===== config.mk =====
export PLATFORM = sky130hd
export DESIGN_NAME = bulk_line_memory_controller
export DESIGN_NICKNAME = d
export VERILOG_FILES = /design/src/rtl/bulk_line_memory_controller.sv
export SDC_FILE = /design/constraint.sdc
export NUM_CORES = 1
export LEC_CHECK = 0
export BUFFER_PORTS_ARGS = -buffer_cell sky130_fd_sc_hd__buf_2
export CORE_AREA = 2 2 505 507
export DETAILED_ROUTE_END_ITERATION = 16
export DIE_AREA = 0 0 507 509
export PLACE_DENSITY = 0.36
export SLEW_MARGIN = 0
export SYNTH_ARGS = -nofsm -noshare
export SYNTH_HDL_FRONTEND = slang
export SYNTH_SLANG_ARGS = --single-unit

===== constraint.sdc =====
create_clock -name clk -period 4.9 [get_ports clk]
set_input_delay 0 -clock clk [delete_from_list [all_inputs] [get_ports clk]]
set_output_delay 0 -clock clk [all_outputs]
set_load 0.01 [all_outputs]

===== src/rtl/bulk_line_memory_controller.sv =====
// Whole-line request endpoint: serialises one cache-line read or write into
// single-word accesses on a synchronous SRAM and returns a one-cycle response.
module bulk_line_memory_controller #(
    parameter int DATA_W      = 64,
    parameter int ADDR_W      = 64,
    parameter int LINE_SIZE   = 8,
    parameter int SRAM_ADDR_W = 16
) (
    input  logic                          clk,
    input  logic                          rst,
    input  logic                          req_valid,
    output logic                          req_ready,
    input  logic [ADDR_W-1:0]             req_addr,
    input  logic                          req_write,
    input  logic [LINE_SIZE*DATA_W-1:0]   req_wdata,
    input  logic [LINE_SIZE*DATA_W/8-1:0] req_wstrb,
    output logic                          resp_valid,
    output logic [LINE_SIZE*DATA_W-1:0]   resp_rdata,
    output logic                          sram_en,
    output logic                          sram_we,
    output logic [SRAM_ADDR_W-1:0]        sram_addr,
    output logic [DATA_W-1:0]             sram_wdata,
    output logic [DATA_W/8-1:0]           sram_wstrb,
    input  logic [DATA_W-1:0]             sram_rdata
);
    localparam int STRB_W   = DATA_W / 8;
    localparam int BYTE_OFF = $clog2(STRB_W);
    localparam int IDX_W    = $clog2(LINE_SIZE);

    typedef enum logic [1:0] { IDLE, BURST, DRAIN, RESP } state_t;

    state_t                 state, state_nxt;
    logic [IDX_W-1:0]       cnt;
    logic [SRAM_ADDR_W-1:0] base;
    logic                   wr_flag;
    logic [DATA_W-1:0]      wdata_q  [LINE_SIZE];
    logic [STRB_W-1:0]      wstrb_q  [LINE_SIZE];
    logic [DATA_W-1:0]      line_buf [LINE_SIZE];
    logic                   cap_valid;
    logic [IDX_W-1:0]       cap_idx;
    logic                   last_word;
    logic [SRAM_ADDR_W-1:0] req_base;
    logic                   unused_addr;

    // Line-aligned word address; bits above the SRAM range are dropped, so the
    // base wraps and the in-line index can never carry out of the line.
    assign req_base    = {req_addr[BYTE_OFF+SRAM_ADDR_W-1:BYTE_OFF+IDX_W], {IDX_W{1'b0}}};
    assign unused_addr = ^req_addr;
    assign last_word   = (cnt == IDX_W'(LINE_SIZE - 1));

    always_ff @(posedge clk or negedge rst) begin
        if (!rst) begin
            state     <= IDLE;
            cnt       <= '0;
            base      <= '0;
            wr_flag   <= 1'b0;
            cap_valid <= 1'b0;
            cap_idx   <= '0;
            // NOTE: the line buffers are flops rather than a RAM macro, so they
            // take the async reset; resp_rdata reads zero after an aborted burst.
            for (int i = 0; i < LINE_SIZE; i++) begin
                wdata_q[i]  <= '0;
                wstrb_q[i]  <= '0;
                line_buf[i] <= '0;
            end
        end else begin
            // NOTE: all state uses non-blocking assignments so every register
            // samples pre-edge values regardless of statement order.
            state     <= state_nxt;
            cap_valid <= (state == BURST) && !wr_flag;
            cap_idx   <= cnt;
            if (cap_valid) begin
                line_buf[cap_idx] <= sram_rdata;
            end
            if (state == IDLE && req_valid) begin
                base    <= req_base;
                wr_flag <= req_write;
                cnt     <= '0;
                for (int i = 0; i < LINE_SIZE; i++) begin
                    wdata_q[i] <= req_wdata[i*DATA_W +: DATA_W];
                    wstrb_q[i] <= req_wstrb[i*STRB_W +: STRB_W];
                end
            end else if (state == BURST) begin
                cnt <= cnt + 1'b1;
            end
        end
    end

    always_comb begin
        // NOTE: every output gets a default first so no path infers a latch.
        state_nxt  = state;
        req_ready  = 1'b0;
        resp_valid = 1'b0;
        sram_en    = 1'b0;
        sram_we    = 1'b0;
        sram_addr  = '0;
        sram_wdata = '0;
        sram_wstrb = '0;
        case (state)
            IDLE: begin
                req_ready = 1'b1;
                if (req_valid) state_nxt = BURST;
            end
            BURST: begin
                sram_en   = 1'b1;
                sram_we   = wr_flag;
                sram_addr = {base[SRAM_ADDR_W-1:IDX_W], cnt};
                if (wr_flag) begin
                    sram_wdata = wdata_q[cnt];
                    sram_wstrb = wstrb_q[cnt];
                end
                if (last_word) state_nxt = wr_flag ? RESP : DRAIN;
            end
            DRAIN: state_nxt = RESP;
            RESP: begin
                resp_valid = 1'b1;
                state_nxt  = IDLE;
            end
            default: state_nxt = IDLE;
        endcase
    end

    always_comb begin
        resp_rdata = '0;
        for (int i = 0; i < LINE_SIZE; i++) begin
            resp_rdata[i*DATA_W +: DATA_W] = line_buf[i];
        end
    end

endmodule


; Word-level counts from Yosys, hierarchy flattened
; Cells that the tools add are included.
[classes]
muxes = 24
n_eq_ne = 6
add_sub_neg = 1
bitwise = 2
order_cmp = 3
reduce_logical = 7
[ops]
columns = operator, n
row1 = $bwmux W512, 1
row2 = $mux W64, 5
row3 = $bmux W64 S3, 1
row4 = $demux W64 S3, 1
row5 = $mux W8, 4
row6 = $bmux W8 S3, 1
row7 = $mux W16, 1
row8 = $ge A4 B4 Y1 const B, 2
row9 = $not A3 Y4, 2
row10 = $pmux W2 S4, 1
row11 = $mux W3, 2
row12 = $mux W1, 5
row13 = $eq A2 B2 Y1 const B, 2
row14 = $lt A4 B1 Y1 const B, 1
row15 = $mux W2, 2
row16 = $ne A2 B2 Y1 const B, 2
row17 = $add A3 B1 Y3 const B, 1
row18 = $eq A3 B3 Y1 const B, 1
row19 = $logic_and A1 B1 Y1, 3
row20 = $eq A2 B1 Y1 const B, 1
row21 = $logic_not A2 Y1, 1
row22 = $reduce_and A2 Y1, 1
row23 = $reduce_bool A2 Y1, 1
row24 = $logic_not A1 Y1, 1
[totals]
register_bits = 1111
inputBits = 708

; Depth between registers and ports, before layout
[logic_depth]
depth_word = 6
mapped_depth = 8

; Worst setup path after synthesis
; No wires, ideal clock.
[synth_timing]
path_kind = register to register
start = register state[0]
end = register wdata_q[411] (netlist bit)
arrival_ns = 1.778
synth_period_minus_slack_ns = 1.902
path_stages_with_launch = 8
setup_ns = 0.125
path_slack_ns = 2.998
required_time_ns = 4.775
path_buffers = 2
cell_sequence = dfrtp_1 inv_1 ha_1 inv_1 nor2_1 buf_2 buf_2 mux2_2
[synth_via]
elab_chain_cells = 2
[synth_lines]
columns = item, line
row1 = "start, declared", 32  ; state_t state, state_nxt;
row2 = "start signal, assigned", 69  ; state <= state_nxt;
row3 = $logic_not A2 Y1, 75  ; if (state == IDLE && req_valid) begin
row4 = $logic_and A1 B1 Y1, 75
row5 = "end signal, assigned by index", 80  ; wdata_q[i] <= req_wdata[i*DATA_W +: DATA_W];
row6 = "end, declared", 36  ; logic [DATA_W-1:0] wdata_q [LINE_SIZE];
; Every way passes these cells.
; A chain may end at the register's enable or synchronous reset.

; Worst setup path in the final report
[layout_timing]
start = register cnt[1]
end = output sram_wdata[35]
[layout_via]
elab_chain_cells = 6
[layout_lines]
columns = item, line
row1 = "start, declared", 33  ; logic [IDX_W-1:0] cnt;
row2 = "start signal, assigned", 84  ; cnt <= cnt + 1'b1;
row3 = $not A3 Y4 (not written as such), 109  ; sram_wdata = wdata_q[cnt];
row4 = $bmux W64 S3, 109
row5 = $mux W64 (not written as such) (2 in a row), 109
row6 = $mux W64, 108  ; if (wr_flag) begin
row7 = $mux W64, 99  ; case (state)
row8 = "end, declared", 22  ; output logic [DATA_W-1:0] sram_wdata,
; Every way passes these cells. The select of a mux whose other input is x is not followed.

==> run metrics <==
most common cell in the synthesized netlist dfrtp_1; met3 usage 4.963%; top cells by area, synth dfrtp_1 61%, mux2_2 27%, mux2i_1 6.3%; Critical Path RT 4.90 ns; Clock Tree Root clkbuf_16; slew margin rel. 36.10%; CP startpoint kind flip-flop; most used routing layer in global routing met2; total number of yosys warnings 0; design area 73320 um2; Async SR Flop Fraction 100.0%; dpl cell area 56220 um2; # Max-Cap Violations 0; Final Cycle Share 71.35%; remaining antenna violation count 0; storage element area 27810 um2; total global-route track usage 14.55%; cell count after synthesis 2957; gr ovfl total 0; min Tclk post-route 3.496 ns; Yosys top cell area share 60.67%; Reg power frac 38.6%; maximum VDD drop 0.0002774 V; Nets 6173; Avg Cell Area, Syn 15.50 um2; Internal Pwr Total 28190 uW; share of cells above drive strength 1 48.60%; fin cells 8985; IO Pins 1312; clock skew 0.03127 ns; Via density 3.907; Synth top cells by count 1111 x dfrtp_1, 1093 x mux2_2, 290 x mux2i_1, 144 x o22ai_1, 143 x buf_2; # DRC 0; Worst Hold Class in2async; DRT Wirelength 192.4 mm; top achievable clock speed 286.0 MHz; FILL cells 26460; H-tree levels 4; initial antenna violation count 95; clk sinks 1111; die area 258100 um2; worst slew pin tran 0.9585 ns; routed length per instance 21.42 um; post-synthesis cell area 45820 um2; Slew Viols, Final 0; crit-path max FO 34; DR pass1 iterations 4; largest net degree at the start of global routing 166; final HPWL from detailed placement 135.9 mm; met2 Use GR 24.32%; routed via count 35110; Initial Util 18.13%; GR Layer Usage met1 17.73%; Final Hold Vio Count 0; post-CTS resize count 0; multi-input logic area 17080 um2; DP Cell Count 7462; Netlist cell types 28; area of the core 252800 um2; Die Wd 507 um; CTS buffer count 143; pwr dens 580.8 nW/um2; Setup TNS Final 0 ns; Die H 509 um; Net Count, Synth 3670; Post-synth EDFFs 0; register bit total from synthesis 1111; first-pass GRT wire length 273.4 mm; Clock Power Share 25.0%; Clock Latency Late Sink 0.78 ns; vias in the first global route 37410; Setup CP Type reg2out; Clk pin slew, worst setup/hold paths 0.05 ns; worst path arrival time 3.50 ns; Switching Power 14390 uW; Setup violations, final 0; outcome finished, final reports clean; Max Buffers Root-to-Sink 3; area leader, netlist dfrtp_1; Port Buf Inserts 1260; leak pwr 0.03269 uW; area grow syn2layout 60.01%; unrepaired setup endpoints after global routing no; site row count 185; post-synthesis sequential area ratio 60.67%; initial DRC count 1130; sw frac 33.79%; final RePlAce weighted congestion 0.7606; Most used DFF post-synth dfrtp_1; critical path capture point type output pin; Combinational Power Share 36.4%; CTS tree yes
==> final timing paths <==
kind	startpoint	end	slack, ns	cells after the start
min in group clk	req_wdata[249]	wdata_q[313]	0.08	3
worst max-delay path	cnt[1]	sram_wdata[35]	1.40	5
worst min-delay path	rst	wdata_q[479]	0.05	3
worst min register to register	resp_rdata[39]	resp_rdata[39]	0.48	1
worst max register to register	state[0]	wr_flag	2.26	7
max in group asynchronous	rst	resp_rdata[413]	3.60	4
==> cell families after synthesis <==
group | after synthesis | share of synthesized area, %
AOI/OAI and AO/OA | 147 | 2.012
buffers and inverters | 190 | 2.143
muxes | 1393 | 33.44
and+or+nand+nor | 110 | 1.575
adders and majority gates | 5 | 0.1365
DFF | 1111 | 60.67
xor gates and xnor gates | 1 | 0.01912
==> stage by stage <==
stage	util (%)	hold slack [ns]	setup slack [ns]	power (uW)
6_report	29.01	0.04833	1.404	42580
5_1_grt	28.99	0.01849	1.189	45270
4_1_cts	28.96	0.00001410	1.244	43390
3_5_place_dp	22.24	0.07122	2.140	31560
3_3_place_gp	22.24	0.07610	2.131	31260
2_1_floorplan	-	-0.2956	2.998	24840
==> placed cells by master, fill, tap and decap left out, drive strengths merged <==
cell type / netlist / routed
a2bb2oi: 1 / 1
dlygate4sd3: 0 / 1218
ha: 5 / 5
bufinv: 0 / 2
buf: 161 / 1326
o22ai: 144 / 144
clkinvlp: 0 / 1
dfrtp: 1111 / 1111
xnor2: 1 / 1
mux2: 1103 / 1103
clkinv: 0 / 20
nand2: 1 / 1
nor3b: 2 / 2
nor2: 4 / 4
inv: 4 / 13
clkbuf: 25 / 223
nand2b: 1 / 1
nand4: 2 / 2
nor2b: 2 / 2
and2: 17 / 17
mux2i: 290 / 290
nand4b: 5 / 5
diode: 0 / 49
o31ai: 1 / 1
a21oi: 1 / 1
nor3: 2 / 2
nand4bb: 1 / 1
or2: 73 / 73
==> final cells by class <==
cell class / instances / area share, %
Sequential cell: 1111 / 37.92
Timing Repair Buffer: 2544 / 26.35
Multi-Input combinational cell: 1656 / 23.30
Clock buffer: 223 / 5.923
Tap cell: 3366 / 5.744
Clock inverter: 32 / 0.5699
Antenna cell: 49 / 0.1672
Inverter: 4 / 0.02048
==> flip-flops by register name, indices dropped and copies added (netlist names) <==
name        cells
base           13
cap_idx         3
cap_valid       1
cnt             3
resp_rdata    512
state           2
wdata_q       512
wr_flag         1
wstrb_q        64
==> worst max-delay path, cell delays in order, from the launching register on <==
cell     delay [ns]
dfrtp_4        0.92
buf_4          0.55
mux2i_1        0.59
o22ai_1        0.13
or2_2          0.30
buf_2          0.18
==> power groups by stage <==
| stage | logic, uW | clock network [uW] | registers (uW) |
|---|---|---|---|
| finish | 15500 | 10600 | 16400 |
| global route | 16700 | 11500 | 17100 |
| CTS | 15800 | 11100 | 16500 |
| detailed placement | 14900 | 0 | 16600 |
| global placement | 14800 | 0 | 16500 |
| floorplan | 8010 | 0 | 16800 |
==> what timing repair did <==
action,4_1_cts,5_1_grt
hold endpoints to repair,1562,0
hold buffers,1219,0
buffers inserted,0,0
==> routing by layer <==
metal | wire length (um) | part of all wire, %
met2 | 91490 | 48
met3 | 14300 | 7.4
met4 | 4774 | 2.5
met1 | 81390 | 42
met5 | 479 | 0.25
No activity file was read; power rests on OpenSTA's default activity.
